## src/rtl/mdu_pkg.sv

```systemverilog
// Shared definitions for the RV32M divide unit: opcode encoding, controller
// states, default datapath width and small opcode decode helpers.
package mdu_pkg;

  localparam int MDU_WIDTH = 32;

  typedef enum logic [1:0] {
    OP_DIV  = 2'b00,
    OP_DIVU = 2'b01,
    OP_REM  = 2'b10,
    OP_REMU = 2'b11
  } mdu_op_e;

  typedef enum logic [1:0] {
    ST_IDLE = 2'b00,
    ST_RUN  = 2'b01,
    ST_RESP = 2'b10
  } mdu_state_e;

  // DIV and REM treat their operands as two's complement.
  function automatic logic op_is_signed(input logic [1:0] op);
    return (op == OP_DIV) || (op == OP_REM);
  endfunction

  // REM and REMU return the remainder rather than the quotient.
  function automatic logic op_is_rem(input logic [1:0] op);
    return (op == OP_REM) || (op == OP_REMU);
  endfunction

endpackage

```

## src/rtl/mdu_div_core.sv

```systemverilog
// Iterative unsigned restoring divider. One quotient bit per cycle; done
// pulses WIDTH cycles after start, with q/r presented combinationally in the
// same cycle as done (they are the result of the final iteration).
module mdu_div_core
  import mdu_pkg::*;
#(
  parameter int WIDTH = MDU_WIDTH
) (
  input  logic             clk,
  input  logic             resetn,
  input  logic             start,
  input  logic [WIDTH-1:0] a,
  input  logic [WIDTH-1:0] b,
  output logic             done,
  output logic [WIDTH-1:0] q,
  output logic [WIDTH-1:0] r
);

  localparam int CW = $clog2(WIDTH + 1);

  logic             busy_q;
  logic [CW-1:0]    cnt_q;
  logic [WIDTH-1:0] q_q;
  logic [WIDTH-1:0] r_q;
  logic [WIDTH-1:0] b_q;
  logic [WIDTH:0]   shifted;
  logic [WIDTH:0]   trial;

  // One restoring step: shift in the next dividend bit, try to subtract.
  // NOTE: every signal written here gets a value before any branch, so no latch is inferred.
  always_comb begin
    shifted = {r_q, q_q[WIDTH-1]};
    trial   = shifted - {1'b0, b_q};
    q       = {q_q[WIDTH-2:0], ~trial[WIDTH]};
    r       = trial[WIDTH] ? shifted[WIDTH-1:0] : trial[WIDTH-1:0];
    done    = busy_q && (cnt_q == CW'(WIDTH - 1));
  end

  // Iteration control: count WIDTH steps after start.
  // NOTE: sequential state uses non-blocking assignments so all registers update from pre-edge values.
  always_ff @(posedge clk) begin
    if (!resetn) begin
      busy_q <= 1'b0;
      cnt_q  <= '0;
    end else if (start) begin
      busy_q <= 1'b1;
      cnt_q  <= '0;
    end else if (busy_q) begin
      if (done) busy_q <= 1'b0;
      cnt_q <= cnt_q + CW'(1);
    end
  end

  // Partial quotient/remainder shift registers.
  // NOTE: datapath registers carry no reset; their contents only matter while a reset control bit says so.
  always_ff @(posedge clk) begin
    if (start) begin
      q_q <= a;
      r_q <= '0;
      b_q <= b;
    end else if (busy_q) begin
      q_q <= q;
      r_q <= r;
    end
  end

endmodule

```

## src/rtl/mdu_div_arb.sv

```systemverilog
// Two-port RV32M divide controller: round-robin arbitration, sign
// conditioning around a shared unsigned core, one-cycle special cases and a
// one-entry result cache for DIV/REM pairs on identical operands.
module mdu_div_arb
  import mdu_pkg::*;
#(
  parameter int WIDTH    = MDU_WIDTH,
  parameter bit CACHE_EN = 1'b1
) (
  input  logic             clk,
  input  logic             resetn,
  input  logic             req0_valid,
  input  logic [1:0]       req0_op,
  input  logic [WIDTH-1:0] req0_rs1,
  input  logic [WIDTH-1:0] req0_rs2,
  output logic             req0_ready,
  input  logic             req1_valid,
  input  logic [1:0]       req1_op,
  input  logic [WIDTH-1:0] req1_rs1,
  input  logic [WIDTH-1:0] req1_rs2,
  output logic             req1_ready,
  output logic             rsp0_valid,
  output logic [WIDTH-1:0] rsp0_data,
  output logic             rsp1_valid,
  output logic [WIDTH-1:0] rsp1_data
);

  localparam logic [WIDTH-1:0] MIN_VAL = {1'b1, {(WIDTH-1){1'b0}}};

  mdu_state_e       state_q, state_d;
  logic             last_q;
  logic             owner_q;
  logic             start_q;
  logic             grant;
  logic             accept;
  logic             fast;

  logic [1:0]       acc_op;
  logic [WIDTH-1:0] acc_rs1, acc_rs2;
  logic             acc_signed, acc_rem;
  logic             div_zero, sgn_ovf, cache_hit;
  logic [WIDTH-1:0] fast_data;
  logic             a_neg, b_neg;
  logic [WIDTH-1:0] mag_a, mag_b;

  logic [1:0]       op_q;
  logic [WIDTH-1:0] rs1_q, rs2_q, mag_a_q, mag_b_q;
  logic             qneg_q, rneg_q;
  logic [WIDTH-1:0] result_q;

  logic             cache_valid_q, cache_signed_q;
  logic [WIDTH-1:0] cache_rs1_q, cache_rs2_q, cache_q_q, cache_r_q;

  logic             core_done;
  logic [WIDTH-1:0] core_q, core_r;
  logic [WIDTH-1:0] q_fin, r_fin;

  // Round-robin grant: a lone requester wins, a tie goes to the port not
  // granted last. last_q resets to 1 so port 0 wins the first tie.
  always_comb begin
    grant = 1'b0;
    if (req0_valid && req1_valid) grant = ~last_q;
    else if (req1_valid)          grant = 1'b1;
  end

  // Operands of the granted port plus sign conditioning for the core.
  always_comb begin
    acc_op     = grant ? req1_op  : req0_op;
    acc_rs1    = grant ? req1_rs1 : req0_rs1;
    acc_rs2    = grant ? req1_rs2 : req0_rs2;
    acc_signed = op_is_signed(acc_op);
    acc_rem    = op_is_rem(acc_op);
    a_neg      = acc_signed && acc_rs1[WIDTH-1];
    b_neg      = acc_signed && acc_rs2[WIDTH-1];
    mag_a      = a_neg ? -acc_rs1 : acc_rs1;
    mag_b      = b_neg ? -acc_rs2 : acc_rs2;
  end

  // Single-cycle cases: divide by zero, signed overflow, cache hit.
  always_comb begin
    div_zero  = (acc_rs2 == '0);
    sgn_ovf   = acc_signed && (acc_rs1 == MIN_VAL) && (acc_rs2 == '1);
    cache_hit = CACHE_EN && cache_valid_q && (cache_rs1_q == acc_rs1) &&
                (cache_rs2_q == acc_rs2) && (cache_signed_q == acc_signed);
    fast      = div_zero || sgn_ovf || cache_hit;
    if (div_zero)     fast_data = acc_rem ? acc_rs1 : '1;
    else if (sgn_ovf) fast_data = acc_rem ? '0 : acc_rs1;
    else              fast_data = acc_rem ? cache_r_q : cache_q_q;
  end

  // FSM next state and port handshakes. Ready is held low during reset.
  always_comb begin
    state_d    = state_q;
    req0_ready = resetn && (state_q == ST_IDLE) && !grant;
    req1_ready = resetn && (state_q == ST_IDLE) && grant;
    accept     = (req0_valid && req0_ready) || (req1_valid && req1_ready);
    rsp0_valid = (state_q == ST_RESP) && !owner_q;
    rsp1_valid = (state_q == ST_RESP) && owner_q;
    rsp0_data  = rsp0_valid ? result_q : '0;
    rsp1_data  = rsp1_valid ? result_q : '0;
    unique case (state_q)
      ST_IDLE: if (accept) state_d = fast ? ST_RESP : ST_RUN;
      ST_RUN:  if (core_done) state_d = ST_RESP;
      ST_RESP: state_d = ST_IDLE;
      default: state_d = ST_IDLE;
    endcase
  end

  // Control state: FSM, arbitration pointer, core start pulse, cache valid.
  always_ff @(posedge clk) begin
    if (!resetn) begin
      state_q       <= ST_IDLE;
      last_q        <= 1'b1;
      owner_q       <= 1'b0;
      start_q       <= 1'b0;
      cache_valid_q <= 1'b0;
    end else begin
      state_q <= state_d;
      start_q <= accept && !fast;
      if (accept) begin
        last_q  <= grant;
        owner_q <= grant;
      end
      if (CACHE_EN && (state_q == ST_RUN) && core_done) cache_valid_q <= 1'b1;
    end
  end

  assign q_fin = qneg_q ? -core_q : core_q;
  assign r_fin = rneg_q ? -core_r : core_r;

  // Operation context, result register and cache payload.
  always_ff @(posedge clk) begin
    if (accept && fast) result_q <= fast_data;
    if (accept && !fast) begin
      op_q    <= acc_op;
      rs1_q   <= acc_rs1;
      rs2_q   <= acc_rs2;
      mag_a_q <= mag_a;
      mag_b_q <= mag_b;
      qneg_q  <= acc_signed && (acc_rs1[WIDTH-1] != acc_rs2[WIDTH-1]);
      rneg_q  <= a_neg;
    end
    if ((state_q == ST_RUN) && core_done) begin
      result_q <= op_is_rem(op_q) ? r_fin : q_fin;
      if (CACHE_EN) begin
        cache_rs1_q    <= rs1_q;
        cache_rs2_q    <= rs2_q;
        cache_signed_q <= op_is_signed(op_q);
        cache_q_q      <= q_fin;
        cache_r_q      <= r_fin;
      end
    end
  end

  mdu_div_core #(
    .WIDTH (WIDTH)
  ) u_core (
    .clk    (clk),
    .resetn (resetn),
    .start  (start_q),
    .a      (mag_a_q),
    .b      (mag_b_q),
    .done   (core_done),
    .q      (core_q),
    .r      (core_r)
  );

endmodule
```

## config.mk

```make
export PLATFORM = sky130hd
export DESIGN_NAME = mdu_div_arb
export DESIGN_NICKNAME = d
export VERILOG_FILES = /design/src/rtl/mdu_pkg.sv /design/src/rtl/mdu_div_core.sv /design/src/rtl/mdu_div_arb.sv
export SDC_FILE = /design/constraint.sdc
export NUM_CORES = 1
export LEC_CHECK = 0
export CORE_MARGIN = 2
export CORE_UTILIZATION = 35
export CTS_BUF_LIST = sky130_fd_sc_hd__clkbuf_8
export DETAILED_ROUTE_END_ITERATION = 8
export SLEW_MARGIN = 20
export SYNTH_ARGS = -nofsm -noshare
export SYNTH_HDL_FRONTEND = slang
export SYNTH_SLANG_ARGS = --single-unit
```

## constraint.sdc

```tcl
create_clock -name clk -period 16.3 [get_ports clk]
set_input_delay 3.26 -clock clk [delete_from_list [all_inputs] [get_ports clk]]
set_output_delay 3.26 -clock clk [all_outputs]
set_load 0.02 [all_outputs]
```

==> results of run 1 <==
## cells in the mapped netlist, types with 42 or more instances
library cell  count
clkbuf_1         44
mux2_2           42
nor2_1          157
mux2i_1          98
a21oi_1         119
dfxtp_1          45
o21ai_0          84
inv_1           108
nand2_1         109
xnor2_1         125
edfxtp_1        355
xor2_1           61
and2_1           76
## cell usage in the layout, fill, tap and decap left out, types with 19 or more instances in the layout
cell and n:
a211oi_1 35, a21oi_1 119, a221oi_1 19, a31oi_1 23
and2_1 75, buf_4 20, clkbuf_8 79, clkdlybuf4s50_1 203
dfxtp_1 43, edfxtp_1 355, ha_1 38, inv_1 121
mux2_2 42, mux2i_1 98, nand2_1 109, nand3_1 36
nand4_1 34, nor2_1 157, nor3_1 33, nor4_1 32
o21ai_0 83, xnor2_1 125, xor2_1 61
## flip-flops by register name, indices dropped and copies added, names as in the netlist, 6 cells and up
name,cells
rs1_q,32
cache_rs2_q,32
result_q,32
mag_b_q,31
u_core.q_q,32
cache_q_q,32
cache_rs1_q,32
u_core.cnt_q,6
u_core.b_q,32
cache_r_q,32
u_core.r_q,32
mag_a_q,31
rs2_q,32
## cells by family after synthesis
family          after synthesis  synth area share (%)
simple gates                576                  13.4
compound gates              458                  13.9
flops                       400                  52.1
buf+inv                     204                  4.13
xor+xnor                    186                  7.35
mux                         145                  6.86
fa+ha+maj                    39                  2.23
## worst reg2reg max path: cells and delay by family (launching register included)
kind,cells,cell delay (ns)
simple gates,6,2.66
mux,1,0.70
flops,1,0.33
buf+inv,2,1.40
compound gates,2,0.95
## area by class of cell
cell class                 count  share of cell area, %
sequential                   400                   43.9
multi-input combinational   1404                   36.9
timing repair buffer         224                   8.32
inverter                     116                   1.67
clock inverter                48                   1.11
tap                          846                   4.01
antenna                        3                 0.0285
clock buffer                  79                   4.12
## worst paths after layout
check,from,end,cells past startpoint
setup reg to reg,last_q$_SDFFE_PN1N_,rs2_q[26]$_DFFE_PP_,11
setup / recovery,req1_valid,rs2_q[26]$_DFFE_PP_,12
hold reg to reg,rs2_q[10]$_DFFE_PP_,cache_rs2_q[10]$_DFFE_PP_,0
hold / removal,rs2_q[10]$_DFFE_PP_,cache_rs2_q[10]$_DFFE_PP_,0
## power by group through the flow
stage	registers, uW	logic [uW]	clock network, uW
final	1320	1200	925
after global routing	1320	1290	982
after CTS	1310	1190	942
after detailed placement	1340	1180	0
after global placement	1330	1170	0
after floorplan	1310	831	0
## per-stage QoR
| step | total power (uW) | hold WS [ns] | std cells |
|---|---|---|---|
| global placement | 2500 | 0.400 | 2990 |
| CTS | 3440 | 0.408 | 3117 |
| detailed placement | 2510 | 0.405 | 2990 |
| global route | 3600 | 0.414 | 3117 |
| finish | 3450 | 0.410 | 3120 |
| floorplan | 2140 | 0.400 | 2008 |
## per-layer routing
layer / vias up / routed length [um] / GRT usage [%]
li1: 7908 / - / -
met1: 8445 / 32300 / 30.6
met2: 811 / 30900 / 31.6
met3: 105 / 5630 / 3.58
met4: 2 / 2350 / 7.93
met5: - / 40 / 0
==> run_results.csv, run 1 <==
group,metric,value,unit
critical_path,critical_path_class,"in2reg",
final_layout,fill_cells,6055,
power,p_seq_share,38.2,%
cts,cts_resized,0,
detailed_routing,vias,17300,
power,p_sw_share,37.9,%
cts,cts_tree,"done",
final_layout,postLayoutCellArea,26400,sq um
detailed_routing,drt_iter0_markers,1865,
grt,first_global_vias,16500,
timing,fin_crit_sh,57.1,%
synthesis,synth_cell_types,98,
grt,grt-ovfl-total,0,
cts,cts_hold_buf,0,
grt,grt_start_max_net_pins,80,
synthesis,syn_avg_cell_area,11.0,sq um
critical_path,cp_top_family,"simple AND/OR/NAND/NOR gates",
final_layout,nNetsFinal,2392,
timing,finalHoldViolCount,0,
power,p_int,2140,uW
synthesis,async_flop_share,0,%
final_layout,fin_util,42.0,%
floorplan,core,62900,sq um
timing,min_period,9.31,ns
synthesis,yosysWarnings,0,
synthesis,netlist_top_cells_area,"edfxtp_1 48%, xnor2_1 4.9%, mux2i_1 4.4%",
power,leakagePower,0.00927,uW
power,pwr_density_cell,131,nW/um^2
placement,dp_hpwl,53100,um
floorplan,num_rows,92,
placement,io_buffer_count,203,
cts,clock_latency,0.66,ns
final_layout,multi_input_area,9730,sq um
synthesis,synth_top_area_cell,"edfxtp_1",
cts,cts_root_buffer,"clkbuf_8",
timing,clock-skew-final,0.0307,ns
floorplan,boundaryPins,204,
timing,worstMarginPinSlew,1.09,ns
timing,rsz0062_at_grt,"false",
critical_path,path_buf_inv,3,
synthesis,synth_seq_area_share,52.1,%
critical_path,cp_slowest_cell,"buf_4",
floorplan,start_util,35.3,%
placement,dpl_cell_area,25000,sq um
power,power.net_switching,1310,uW
cts,cts_sinks,400,
critical_path,start_kind,"input pin",
grt,antenna_found_initial,2,
synthesis,syn_area,22200,sq um
timing,tns,0,ns
floorplan,die_x,256,um
synthesis,syn_inst,2008,
critical_path,critPathMaxFanout,70,
timing,fin_ws,6.99,ns
final_layout,drive_above_1_share,10.3,%
placement,gp_congestion,0.915,
grt,grt_use_total,21.1,%
hold_path,min-delay-path-class,"reg2reg",
synthesis,synth_top_cell_area_share,48.1,%
critical_path,r2r_setup_slack,9.81,ns
power,clkPwrFrac,26.9,%
cts,path_clk_slew,0.06,ns
critical_path,critPathRequiredTime,16.56,ns
detailed_routing,avgRoutedWirePerCell,22.8,um
critical_path,arrival,9.57,ns
cts,cts_buffer_depth,3,
final_layout,area_growth,18.9,%
detailed_routing,dr.pass1.iters,6,
detailed_routing,ant_nets,0,
power,p_comb_share,34.9,%
placement,place_ws,6.37,ns
critical_path,crit_top_cell,"buf_4",
detailed_routing,drt-total-wl,71200,um
floorplan,die_area,65400,sq um
timing,fmax,107,MHz
cts,cts_buffers,71,
synthesis,synth.net_count,2183,
critical_path,cpPeakStageDelay,0.85,ns
grt,grt_pass1_wl,106000,um
detailed_routing,route.detailed.drc,0,
synthesis,synth_ff_type,"edfxtp_1",
synthesis,synth_edf_count,355,
timing,relSlewSlack,27.4,%
cts,postCtsSetupBuffers,0,
power,ir_drop,69.5,uV
timing,setup_violations,0,
run,cap_violations,0,
timing,slew_violations,0,
critical_path,worstSetupEndpointType,"register",
critical_path,path_cells,"clkdlybuf4s50_1, a21boi_4, buf_4, mux2i_1, and4_1, nand4_1, nor4_1, nand2_2, nand2_1, a31oi_1, and2_4, buf_4",
floorplan,dieHeight,256,um
synthesis,ys_ff_latch,400,
detailed_routing,via_per_inst,5.54,
run_status,outcome,"completed",
cts,cts-htree-levels,3,
final_layout,final-seq-area,11600,sq um
(Power assumes the default switching activity.)
==> inputs of run 2 (changes only) <==
clock period = 9.7 ns   (was 16.3 ns; I/O delays follow)
==> run 2 against run 1 <==
Effect of this change:
- final cell count about the same
- clock skew grew 0.0029 ns
- sequential share of layout area about the same
- count of clock-buffer cells in the layout shrank 8
- utilization is essentially flat
- first-iteration DRC count fell by 13%
- non-clock buffer count rose by 4
- sequential power increased by 67%
- critical endpoint is now result_q[25]$_DFFE_PP_
- largest power group unchanged
==> run_results.csv, run 2 (synthesis gave the netlist of run 1 again) <==
group,metric,value,unit
detailed_routing,via_per_inst,5.46,
grt,grt-ovfl-total,0,
timing,min_period,7.09,ns
critical_path,worstSetupEndpointType,"register",
timing,fin_hold_ws,0.406,ns
floorplan,die_x,256,um
grt,grt_start_max_net_pins,112,
grt,first_global_vias,16500,
hold_path,hold-path-cell-count,0,
final_layout,nNetsFinal,2395,
critical_path,arrival,7.46,ns
timing,finalHoldViolCount,0,
cts,clock_latency,0.65,ns
timing,clock-skew-final,0.0335,ns
final_layout,diodes,0,
timing,setup_violations,0,
grt,antenna_found_initial,2,
cts,cts_root_buffer,"clkbuf_8",
cts,cts_buffers,70,
floorplan,num_rows,92,
floorplan,core,62900,sq um
detailed_routing,drt-total-wl,69500,um
run,cap_violations,0,
cts,cts_buffer_depth,3,
final_layout,fill_cells,5990,
cts,cts_sinks,400,
cts,postCtsSetupBuffers,0,
cts,cts-htree-levels,3,
power,pwr_density_cell,220,nW/um^2
timing,fmax,141,MHz
critical_path,critical_path_class,"in2reg",
timing,rsz0062_at_grt,"false",
critical_path,critPathRequiredTime,10.07,ns
final_layout,area_growth,19.0,%
timing,tns,0,ns
detailed_routing,vias,17000,
floorplan,die_area,65400,sq um
final_layout,drive_above_1_share,10.3,%
timing,slew_violations,0,
timing,relSlewSlack,22.4,%
critical_path,reg2reg_depth,20,
detailed_routing,dr.pass1.iters,6,
cts,cts_tree,"done",
cts,cts_hold_buf,0,
power,leakagePower,0.00927,uW
cts,cts_resized,0,
detailed_routing,route.detailed.drc,0,
cts,path_clk_slew,0.06,ns
power,ir_drop,89.0,uV
timing,worstMarginPinSlew,1.16,ns
critical_path,start_kind,"input pin",
final_layout,final_common_cell,"edfxtp_1",
timing,fin_crit_sh,73.1,%
floorplan,boundaryPins,204,
grt,grt_use_total,20.8,%
detailed_routing,drt_iter0_markers,1614,
grt,grt_pass1_wl,104000,um
hold_path,min-delay-path-class,"reg2reg",
run_status,outcome,"completed",
floorplan,start_util,35.3,%
floorplan,dieHeight,256,um
final_layout,final_cell_mix,"355 x edfxtp_1, 203 x clkdlybuf4s50_1, 157 x nor2_1",
placement,gp_congestion,0.930,
critical_path,critPathMaxFanout,36,
placement,dp_hpwl,52100,um
placement,io_buffer_count,203,
detailed_routing,ant_nets,0,
detailed_routing,avgRoutedWirePerCell,22.3,um
run 2: layer usage:
layer / routed length (um) / vias to the layer above / global-route usage, %
met2: 31200 / 738 / 32.1
met5: 10 / - / 0
met4: 1810 / 2 / 6.24
met3: 5070 / 112 / 3.61
li1: - / 7912 / -
met1: 31300 / 8263 / 29.7
run 2: cell type report:
class,instances,area [sq um],share of cell area (%)
Tap cell,846,1060,4.01
Multi-Input combinational cell,1404,9730,36.9
Clock inverter,54,392,1.48
Timing Repair Buffer,228,2230,8.46
Inverter,116,440,1.67
Clock buffer,71,977,3.70
Sequential cell,400,11600,43.8
run 2: worst max-delay path: stages:
cell             delay [ns]
clkdlybuf4s50_1        0.52
a21boi_4               0.34
buf_4                  0.45
mux2i_1                0.87
inv_2                  0.14
nor3_1                 0.44
nand4_1                0.23
nor4_4                 0.54
nand2_2                0.61
and3_1                 0.74
a221oi_1               0.35
o21ai_1                0.10
o221a_2                0.13
run 2: report_power, final:
| part | internal (uW) | leakage (uW) | total [uW] | switching [uW] |
|---|---|---|---|---|
| sequential | 2090 | 0.00364 | 2210 | 125 |
| combinational | 700 | 0.00488 | 2020 | 1320 |
| clock | 827 | 0.000748 | 1560 | 733 |
run 2: final timing paths:
| kind | startpoint | endpoint | slack [ns] |
|---|---|---|---|
| setup reg to reg | u_core.q_q[31]$_DFFE_PP_ | result_q[30]$_DFFE_PP_ | 3.93 |
| setup / recovery | req1_valid | result_q[25]$_DFFE_PP_ | 2.61 |
| hold / removal | mag_b_q[16]$_DFFE_PP_ | u_core.b_q[16]$_DFFE_PP_ | 0.41 |
| hold reg to reg | mag_b_q[16]$_DFFE_PP_ | u_core.b_q[16]$_DFFE_PP_ | 0.41 |
run 2: through the flow:
step,power (uW),setup slack [ns],instances,utilization [%],area [sq um]
2_1_floorplan,3590,1.76,2008,-,22200
3_3_place_gp,4210,2.06,2994,39.8,25000
3_5_place_dp,4240,2.00,2994,39.8,25000
4_1_cts,5800,2.68,3119,42.0,26400
5_1_grt,6080,2.19,3119,42.0,26400
6_report,5800,2.61,3119,42.0,26400
==> inputs of run 3 (changes only) <==
clock period = 6.2 ns   (was 9.7 ns; I/O delays follow)
==> run 3 against run 2 <==
Effect of this change:
- routed wire length is 0.82% lower
- combinational power is 59% higher
- largest power group unchanged
- count of clock-buffer cells in the layout is 1 lower
- register-to-register slack worse by 2.9 ns
- clock power is 47% higher
- critical path depth is 1 higher
- utilization is 0.41 points higher
- setup slack worse by 1.7 ns
- critical path type unchanged
- die area stayed put
- non-clock buffer count is 40 higher
==> run_results.csv, run 3 (synthesis gave the netlist of run 1 again) <==
group,metric,value,unit
timing,rsz0062_at_grt,"false",
cts,cts_root_buffer,"clkbuf_8",
timing,fin_hold_ws,0.411,ns
power,pwr_density_cell,337,nW/um^2
run,cap_violations,0,
cts,postCtsSetupBuffers,0,
floorplan,num_rows,92,
power,p_total,8970,uW
power,p_int,5560,uW
power,p_comb_share,35.9,%
placement,io_buffer_count,203,
final_layout,final_common_cell,"edfxtp_1",
hold_path,min-delay-path-class,"reg2reg",
critical_path,critPathMaxFanout,130,
final_layout,final_cell_mix,"355 x edfxtp_1, 203 x clkdlybuf4s50_1, 157 x nor2_1",
final_layout,drive_above_1_share,11.4,%
timing,tns,0,ns
power,power.net_switching,3410,uW
critical_path,critPathRequiredTime,6.49,ns
critical_path,start_kind,"input pin",
detailed_routing,drt-total-wl,68900,um
critical_path,cpPeakStageDelay,0.64,ns
detailed_routing,avgRoutedWirePerCell,21.8,um
grt,grt_use_total,20.5,%
placement,dp_hpwl,51900,um
critical_path,arrival,5.60,ns
critical_path,rr_startpoint,"u_core.b_q[19]$_DFFE_PP_",
floorplan,dieHeight,256,um
detailed_routing,drt_iter0_markers,1725,
critical_path,crit_path_start,"req1_valid",
floorplan,start_util,35.3,%
critical_path,worstSetupEndpointType,"register",
cts,cts_tree,"done",
cts,cts_buffer_depth,3,
cts,cts-htree-levels,3,
power,ir_drop,150,uV
detailed_routing,route.detailed.drc,0,
detailed_routing,dr.pass1.iters,6,
power,p_sw_share,38.0,%
critical_path,crit_top_cell,"buf_12",
detailed_routing,via_per_inst,5.44,
critical_path,critical_path_class,"in2reg",
cts,cts_buffers,70,
run_status,outcome,"completed",
timing,slew_violations,0,
timing,worstMarginPinSlew,1.02,ns
cts,cts_sinks,400,
floorplan,boundaryPins,204,
grt,antenna_found_initial,0,
cts,clock_latency,0.67,ns
power,leakagePower,0.00947,uW
final_layout,diodes,0,
critical_path,cp_slowest_cell,"mux2i_1",
timing,relSlewSlack,31.0,%
floorplan,die_x,256,um
grt,grt-ovfl-total,0,
grt,first_global_vias,16700,
cts,path_clk_slew,0.06,ns
hold_path,min_from,"rs2_q[16]$_DFFE_PP_",
floorplan,die_area,65400,sq um
timing,finalHoldViolCount,0,
power,p_seq_share,38.5,%
cts,cts_resized,0,
timing,min_period,5.31,ns
final_layout,nNetsFinal,2435,
detailed_routing,ant_nets,0,
power,clkPwrFrac,25.6,%
grt,grt_pass1_wl,103000,um
placement,gp_congestion,0.959,
critical_path,r2r_setup_slack,1.01,ns
detailed_routing,vias,17200,
timing,clock-skew-final,0.0293,ns
floorplan,core,62900,sq um
grt,grt_start_max_net_pins,131,
timing,fin_crit_sh,85.7,%
final_layout,area_growth,20.2,%
critical_path,path_cells,"clkdlybuf4s50_1, a21boi_4, buf_12, buf_12, mux2i_1, inv_1, xnor2_1, nand4_1, nor4_1, nand4_1, nor4_1, a31oi_1, and2_4, buf_12",
timing,setup_violations,0,
cts,cts_hold_buf,0,
timing,fmax,188,MHz
==> run 3: cell count changes in the layout (fill, tap and decap cells not counted), moves of 2 or more <==
| cell | before | now |
|---|---|---|
| clkinv_1 | 17 | 12 |
| buf_12 | 1 | 3 |
| clkinv_8 | 0 | 2 |
| inv_8 | 3 | 1 |
| bufinv_16 | 5 | 2 |
| inv_1 | 117 | 132 |
| clkinvlp_4 | 2 | 4 |
| clkinv_2 | 18 | 8 |
| buf_4 | 24 | 62 |
==> run 3: worst paths after layout <==
kind,endpoint,depth (start not counted)
hold / removal,cache_rs2_q[16]$_DFFE_PP_,0
hold reg to reg,cache_rs2_q[16]$_DFFE_PP_,0
setup / recovery,rs2_q[4]$_DFFE_PP_,14
setup reg to reg,result_q[30]$_DFFE_PP_,19
==> run 3: metrics by stage <==
stage               util, %  cell area (sq um)  instances  setup slack, ns
floorplan                 -              22200       2008            0.222
global placement       40.3              25300       3034            0.489
detailed placement     40.3              25300       3034            0.410
CTS                    42.4              26700       3159             1.07
finish                 42.4              26700       3159            0.889
global route           42.4              26700       3159            0.647
==> run 3: layout make-up <==
cell class / instances / area (sq um)
fillers: 6031 / 36200
flip-flops and latches: 400 / 11600
multi-input cells: 1404 / 9730
repair buffers: 268 / 2560
well taps: 846 / 1060
clock buffers: 70 / 963
inverters: 116 / 440
clock inverters: 55 / 339
==> run 3: critical path: cells and delay by family <==
| family | cells | cell delay (ns) |
|---|---|---|
| and+or+nand+nor | 5 | 1.25 |
| buffers and inverters | 5 | 1.53 |
| muxes | 1 | 0.64 |
| AOI/OAI and AO/OA | 2 | 0.55 |
| xor gates and xnor gates | 1 | 0.20 |
==> run 3: power by group through the flow <==
| stage | Combinational, uW | Sequential (uW) | Clock, uW |
|---|---|---|---|
| 2_1_floorplan | 2180 | 3430 | 0 |
| 3_3_place_gp | 3110 | 3500 | 0 |
| 3_5_place_dp | 3160 | 3510 | 0 |
| 4_1_cts | 3170 | 3450 | 2340 |
| 5_1_grt | 3460 | 3480 | 2450 |
| 6_report | 3220 | 3460 | 2290 |
==> run 3: routing by layer <==
metal  vias to the layer above  share of wire, %  wire length (um)  GRT usage (%)
li1                       7999                 -                 -              -
met1                      8291                45             31200           29.5
met2                       797                43             29900           30.8
met3                       110               7.9              5430           3.86
met4                         0               3.5              2410           7.54
met5                         -                 0                 0              0
